--- src/rtl/mem_access_unit_pkg.sv ---
// mem_access_unit_pkg: funct3 size codes and MEM-stage access FSM state encodings
package mem_access_unit_pkg;
  localparam logic [2:0] F3_LB  = 3'b000;
  localparam logic [2:0] F3_LH  = 3'b001;
  localparam logic [2:0] F3_LW  = 3'b010;
  localparam logic [2:0] F3_LD  = 3'b011;
  localparam logic [2:0] F3_LBU = 3'b100;
  localparam logic [2:0] F3_LHU = 3'b101;
  localparam logic [2:0] F3_LWU = 3'b110;
  localparam logic [1:0] IDLE = 2'd0;
  localparam logic [1:0] REQ  = 2'd1;
  localparam logic [1:0] WAIT = 2'd2;
  localparam logic [1:0] DONE = 2'd3;
endpackage

--- src/rtl/mem_access_unit_load_align.sv ---
// mem_load_align: extracts a byte/half/word/double from a bus word and sign/zero extends it
//   rdata  : full bus word
//   off    : byte offset of the access within the word
//   funct3 : [1:0] size, [2] 1=zero-extend
//   data   : aligned, extended result
module mem_load_align #(parameter int XLEN = 32) (
  input  logic [XLEN-1:0]              rdata,
  input  logic [$clog2(XLEN/8)-1:0]    off,
  input  logic [2:0]                   funct3,
  output logic [XLEN-1:0]              data
);
  logic [XLEN-1:0] sh;
  logic [XLEN-1:0] mask;
  logic            sign;
  always_comb begin
    sh   = rdata >> {off, 3'b000};
    mask = funct3[1:0] == 2'b00 ? XLEN'('hFF) :
           funct3[1:0] == 2'b01 ? XLEN'('hFFFF) :
           funct3[1:0] == 2'b10 ? XLEN'(32'hFFFF_FFFF) : '1;
    sign = ~funct3[2] & (funct3[1:0] == 2'b00 ? sh[7] :
                         funct3[1:0] == 2'b01 ? sh[15] :
                         funct3[1:0] == 2'b10 ? sh[31] : 1'b0);
    // Bits above the access size come from the sign bit (or zero); a full-width word keeps rdata.
    data = (sh & mask) | ({XLEN{sign}} & ~mask);
  end
endmodule

--- src/rtl/mem_access_unit.sv ---
// mem_access_unit: MEM-stage data memory access engine on a valid/ready bus
//   valid/mem_read/mem_write/addr/wdata/funct3 : EX/MEM entry
//   hold          : stalls the upstream pipeline while an access is in flight (combinational)
//   bus_req_*     : request channel, driven from latched values in REQ
//   bus_rsp_*     : response channel, accepted in WAIT
//   load_data     : registered load result
//   done/misaligned/access_fault : single-cycle status pulses
module mem_access_unit import mem_access_unit_pkg::*; #(parameter int XLEN = 32) (
  input  logic                clk,
  input  logic                reset_n,
  input  logic                valid,
  input  logic                mem_read,
  input  logic                mem_write,
  input  logic [XLEN-1:0]     addr,
  input  logic [XLEN-1:0]     wdata,
  input  logic [2:0]          funct3,
  output logic                hold,
  output logic                bus_req_valid,
  input  logic                bus_req_ready,
  output logic [XLEN-1:0]     bus_req_addr,
  output logic                bus_req_we,
  output logic [XLEN-1:0]     bus_req_wdata,
  output logic [XLEN/8-1:0]   bus_req_wstrb,
  input  logic                bus_rsp_valid,
  input  logic [XLEN-1:0]     bus_rsp_rdata,
  input  logic                bus_rsp_err,
  output logic [XLEN-1:0]     load_data,
  output logic                done,
  output logic                misaligned,
  output logic                access_fault
);
  localparam int OW = $clog2(XLEN/8);
  localparam int SW = XLEN/8;
  logic [1:0]      state;
  logic [XLEN-1:0] a_q, d_q, ext;
  logic [2:0]      f_q;
  logic            we_q, op, legal, aligned, start;
  logic [2:0]      amask;
  logic [SW-1:0]   base;
  always_comb begin
    op      = valid & (mem_read | mem_write);
    // Stores only look at the size bits, so 3'b111 on a store is a double.
    legal   = (funct3[1:0] != F3_LD[1:0] || XLEN == 64) & (mem_write | funct3 != 3'b111);
    amask   = funct3[1:0] == F3_LB[1:0] ? 3'd0 : funct3[1:0] == F3_LH[1:0] ? 3'd1 :
              funct3[1:0] == F3_LW[1:0] ? 3'd3 : 3'd7;
    aligned = (addr[2:0] & amask) == 3'd0;
    start   = state == IDLE & op & legal & aligned;
    hold    = start | state == REQ | state == WAIT;
    base    = f_q[1:0] == F3_LB[1:0] ? SW'(1) : f_q[1:0] == F3_LH[1:0] ? SW'(3) :
              f_q[1:0] == F3_LW[1:0] ? SW'(4'hF) : '1;
    bus_req_valid = state == REQ;
    bus_req_we    = we_q;
    bus_req_addr  = {a_q[XLEN-1:OW], OW'(0)};
    bus_req_wstrb = we_q ? base << a_q[OW-1:0] : '0;
    bus_req_wdata = f_q[1:0] == F3_LB[1:0] ? {(XLEN/8){d_q[7:0]}} :
                    f_q[1:0] == F3_LH[1:0] ? {(XLEN/16){d_q[15:0]}} :
                    f_q[1:0] == F3_LW[1:0] ? {(XLEN/32){d_q[31:0]}} : d_q;
  end
  mem_load_align #(.XLEN(XLEN)) u_align (
    .rdata  (bus_rsp_rdata),
    .off    (a_q[OW-1:0]),
    .funct3 (f_q),
    .data   (ext)
  );
  always_ff @(posedge clk or negedge reset_n) begin
    if (!reset_n) begin
      state        <= IDLE;
      a_q          <= '0;
      d_q          <= '0;
      f_q          <= '0;
      we_q         <= 1'b0;
      load_data    <= '0;
      done         <= 1'b0;
      misaligned   <= 1'b0;
      access_fault <= 1'b0;
    end else begin
      done         <= state == WAIT & bus_rsp_valid;
      misaligned   <= state == IDLE & op & legal & ~aligned;
      access_fault <= (state == WAIT & bus_rsp_valid & bus_rsp_err) | (state == IDLE & op & ~legal);
      if (start) begin
        state <= REQ;
        a_q   <= addr;
        d_q   <= wdata;
        f_q   <= funct3;
        we_q  <= mem_write;
      end else if (state == REQ && bus_req_ready) begin
        state <= WAIT;
      end else if (state == WAIT && bus_rsp_valid) begin
        state <= DONE;
        if (!bus_rsp_err && !we_q) load_data <= ext;
      end else if (state == DONE) begin
        state <= IDLE;
      end
    end
  end
endmodule

--- config.mk ---
export PLATFORM = sky130hd
export DESIGN_NAME = mem_access_unit
export DESIGN_NICKNAME = d
export VERILOG_FILES = /design/src/rtl/mem_access_unit_pkg.sv /design/src/rtl/mem_access_unit_load_align.sv /design/src/rtl/mem_access_unit.sv
export SDC_FILE = /design/constraint.sdc
export NUM_CORES = 1
export LEC_CHECK = 0
export CORE_UTILIZATION = 46
export CTS_BUF_LIST = sky130_fd_sc_hd__clkbuf_8
export DETAILED_ROUTE_END_ITERATION = 8
export PLACE_DENSITY = 0.83
export SLEW_MARGIN = 20
export SYNTH_ARGS = -nofsm -noshare
export SYNTH_HDL_FRONTEND = slang
export SYNTH_SLANG_ARGS = --single-unit
export TNS_END_PERCENT = 100
--- constraint.sdc ---
create_clock -name clk -period 2.2 [get_ports clk]
set_clock_uncertainty 0.15 [all_clocks]
set_input_delay 0.33 -clock clk [delete_from_list [all_inputs] [get_ports clk]]
set_output_delay 0.33 -clock clk [all_outputs]
set_load 0.01 [all_outputs]
---- After elaboration in Yosys (flattened, before gate mapping) ----
Cells that the tools add are included.
storage, ports and cells
  output and inout bits ................... 106
  bits of input ports ..................... 107
  logic and storage cells ................. 73
  register bits ........................... 105
cells by class
  multiplexer cells ....................... 17
  reductions and logical operators ........ 11
  equality and inequality tests ........... 9
  bitwise gates (word level) .............. 25
  shift-type cells ........................ 2
operator list
  kind                count
  $mux 32             4
  $and 32x32->32      2
  $not 32->32         1
  $or 32x32->32       1
  $shr 32x5->32       1
  $mux 4              3
  $and 1x1->1         10
  $mux 3              3
  $eq 2x2->1 const B  4
  $mux 2              4
  $eq 2x1->1 const B  3
  $logic_not 2->1     3
  $not 1->1           5
  $or 1x1->1          5
  $reduce_and 4->1    1
  $reduce_bool 4->1   1
  $shl 4x2->4         1
  $and 3x3->3         1
  $logic_and 1x1->1   3
  $logic_not 3->1     1
  $mux 1              3
  $ne 3x3->1 const B  1
  $logic_not 1->1     2
  $ne 2x2->1 const B  1

---- Longest topological paths before layout ----
  depth in word-level cells ............... 9
  depth in mapped cells ................... 5
  mapped depth without buffers ............ 4

---- Modules after synthesis ----
A second synthesis with hierarchy kept.
second synthesis, totals
  cell total of the unflattened synthesis .. 456
  area, all modules ....................... 5605.4 µm²
modules (own cells, without submodules)
  module           times used  area an instance (µm²)  seq. area each (µm²)  cells an instance
  mem_access_unit  1           4790.8                  2627.5                334
  mem_load_align   1           814.5                   0.0                   122

---- Least setup slack after synthesis ----
No wires, ideal clock.
  path kind ............................... reg-to-output
  start ................................... register f_q[0]
  end ..................................... output bus_req_wdata[10]
  path buffers ............................ 2
  path slack .............................. 0.404 ns
  stages on the path, launching flop included .. 5
  arrival time ............................ 1.316 ns
  required time ........................... 1.720 ns
  cell sequence ........................... dfrtp_1 -> buf_2 -> nor2_2 -> buf_2 -> mux2_2
between the ends
  longest elaborated chain between the ends .. 2
ends and longest elaborated chain
  what                    RTL line               source
  start, declared         mem_access_unit.sv:36  logic [2:0] f_q;
  start signal, assigned  mem_access_unit.sv:84  f_q <= funct3;
  $logic_not 2->1         mem_access_unit.sv:55  bus_req_wdata = f_q[1:0] == F3_LB[1:0] ? {(XLEN/8){d_q[7:0]}} :
  $mux 32                 mem_access_unit.sv:55
  end, declared           mem_access_unit.sv:22  output logic [XLEN-1:0] bus_req_wdata,
No other way between the ends.

---- Worst setup path after layout ----
  start ................................... register f_q[1]
  end ..................................... output bus_req_wdata[16]
between the ends
  longest elaborated chain between the ends .. 3
  elaborated cells between the ends (all ways) .. 4
  classes of those cells .................. eq/ne (1); mux (2); reduce/logical (1)
ends and longest elaborated chain
  what         RTL line               source
  $eq 2x1->1   mem_access_unit.sv:56  f_q[1:0] == F3_LH[1:0] ? {(XLEN/16){d_q[15:0]}} :
  $mux 32      mem_access_unit.sv:56
  $mux 32 (*)  mem_access_unit.sv:55
Mark *: on every way between the ends. The rest lies on a longest branch, timed or not.

==> results.json <==
{
  "run_status": "complete, no violations",
  "end_kind": "output pin",
  "drt_pass1_iterations": 5,
  "start_util_pct": 47.5,
  "drt_iter0_drc": 298,
  "setup_ws_ns": 0.0879,
  "async_flop_share_pct": 100,
  "place_ws_ns": -0.172,
  "r2r_slack_ns": 0.20,
  "ios": 213,
  "period_share_pct": 96.0,
  "rsz0062_at_grt": "yes",
  "fin_util_pct": 66.5,
  "grt_max_degree": 106,
  "relSlewSlack_pct": 60.8,
  "antenna_found_initial": 0,
  "port_buffers": 210,
  "synth_area_leaders": "dfrtp_1 46%, mux2_4 18%, mux2_2 8.1%, buf_4 5.6%, mux2i_1 2.6%",
  "insertedDiodeCount": 0,
  "die_x_um": 114,
  "htreeDepth": 3,
  "drc_errors": 0,
  "die_h_um": 114,
  "gp_congestion": 0.896,
  "synth-edff-count": 0,
  "drive_gt1_share_pct": 27.3,
  "final_common_cell": "clkdlybuf4s50_1",
  "design.core.area_mm2": 0.0121,
  "ys_seq_elements": 105,
  "worst_r2r_endpoint": "load_data[11]$_DFFE_PN0P_",
  "hold_end": "d_q[19]$_DFFE_PN0P_",
  "wl_mm": 15.2,
  "die-area_mm2": 0.0129,
  "drv_cap": 0,
  "area_growth_pct": 40.0,
  "grt_pass1_vias": 4541,
  "clk_pin_slew_worst_paths_ns": 0.10,
  "yosys.area.top_type_share_pct": 45.8,
  "cp_max_fo": 31,
  "dpl.hpwl_mm": 11.0,
  "avgSynthCellArea_um2": 12.8,
  "vias": 4288,
  "grt_pass1_wl_mm": 24.0,
  "total_power_uw": 11200,
  "critical_path_class": "reg2out",
  "clock-root-buffer": "clkbuf_8",
  "nets": 740,
  "critPathArrivalTime_ns": 1.63,
  "reg2reg_depth": 4,
  "antenna_left": 0,
  "cellLeakagePower_uw": 0.00362,
  "clkLatencyLatePin_ns": 0.36,
  "hp-start": "d_q[19]$_DFFE_PN0P_",
  "vias_per_cell": 5.32,
  "final_cell_mix": "179 x clkdlybuf4s50_1, 103 x dfrtp_1, 69 x mux2_4",
  "cts_buffers": 9,
  "fill_cells": 901,
  "power.density_mw_per_mm2": 1400,
  "wl_per_cell_um": 18.8,
  "gr-total-overflow": 0,
  "min_path_type": "reg2reg",
  "grt.total_usage_pct": 24.1,
  "fin_cells": 806,
  "cts_tree": "built",
  "ys.flop_type": "dfrtp_1",
  "fin_tns_setup_ns": 0,
  "finalMaxSlewViolations": 0,
  "cp_data_required_time_ns": 1.72,
  "hold_violations": 0,
  "fmax_mhz": 473,
  "ir_worst_vdd_mv": 0.719,
  "hold_depth": 1,
  "row_count": 40,
  "cts_buffer_depth": 2,
  "dp.cells": 785,
  "ys_types": 42,
  "cts_sinks": 105,
  "worst_setup_path_start_kind": "flip-flop",
  "period_minus_slack_ns": 2.11,
  "ys_seq_area_share_pct": 45.8,
  "synth_warnings": 0,
  "worstMarginPinSlew_ns": 0.588,
  "synth_cells": 449,
  "synth_largest_area_cell": "dfrtp_1",
  "rr_startpoint": "a_q[1]$_DFFE_PN0P_",
  "setup_viol": 0,
  "synthesis.area_mm2": 0.00573
}
==> layout make-up <==
class,count,area [um2],area share [%]
Tap cell,168,210,2.62
Timing Repair Buffer,242,2390,29.7
Inverter,4,15.0,0.187
Multi-Input combinational cell,271,2590,32.3
Sequential cell,105,2630,32.8
Clock inverter,6,52.6,0.655
Clock buffer,10,138,1.72
==> worst max path at each step <==
stage                                  start                end  cells past startpoint
final                     f_q[1]$_DFFE_PN0P_  bus_req_wdata[16]                      3
after global routing      f_q[0]$_DFFE_PN0P_  bus_req_wdata[29]                      4
after CTS                 f_q[1]$_DFFE_PN0P_   bus_req_wdata[8]                      4
after detailed placement             addr[0]               hold                      5
after global placement               addr[0]               hold                      5
after floorplan           f_q[0]$_DFFE_PN0P_  bus_req_wdata[10]                      4
==> report_power, final <==
| group | switching, uW | internal (uW) | leakage (uW) |
|---|---|---|---|
| sequential | 730 | 2880 | 0.00127 |
| clock | 644 | 543 | 0.000107 |
| combinational | 2610 | 3790 | 0.00225 |
==> registers in the layout, summed over array words and instances, names as in the netlist <==
signal and flops:
state 2, a_q 32, misaligned 1, load_data 32
done 1, access_fault 1, d_q 32, f_q 3
bus_req_we 1
==> cell usage after synthesis (3+ instances only) <==
master    instances
o31ai_1           8
o21a_1            4
buf_2             8
clkbuf_1          7
mux2i_1          15
mux2_4           68
buf_6            11
dfrtp_1         105
a221oi_1          8
a21oi_1          18
nand2_1          29
buf_4            43
mux2_2           41
o21ai_0          30
inv_1             3
a41oi_1          16
nor2_2            3
nor2_1            5
==> critical path, stage by stage (launching register included) <==
cell	delay (ns)
dfrtp_2	0.42
buf_12	0.20
mux2_2	0.36
dlygate4sd2_1	0.28
==> metal layers <==
| metal | part of all wire [%] | vias to the layer above | GRT usage, % |
|---|---|---|---|
| li1 | - | 1950 | - |
| met1 | 41 | 2118 | 29.6 |
| met2 | 50 | 197 | 41.2 |
| met3 | 7.7 | 23 | 6.59 |
| met4 | 1.9 | 0 | 7.28 |
| met5 | 0 | - | 0 |
==> repair_timing <==
action	CTS	global route
pin swaps	2	0
endpoints found under the hold margin	105	0
hold buffers	1	0
endpoints found under the setup margin	30	12
resized for setup	50	10
setup buffers	4	0
==> through the flow <==
step                cell area (um2)  hold WS (ns)
floorplan                      5740        -0.116
global placement               7790         0.290
detailed placement             7790         0.302
CTS                            8000         0.356
global route                   8020         0.360
finish                         8020         0.368
==> logic make-up after synthesis <==
family	synth area share, %
compound gates	10.9
flops	45.8
other cells	0.0654
simple gates	4.91
xor+xnor	0.153
mux	28.9
buf+inv	9.28
Note: power is estimated with default switching activity, not from simulation.
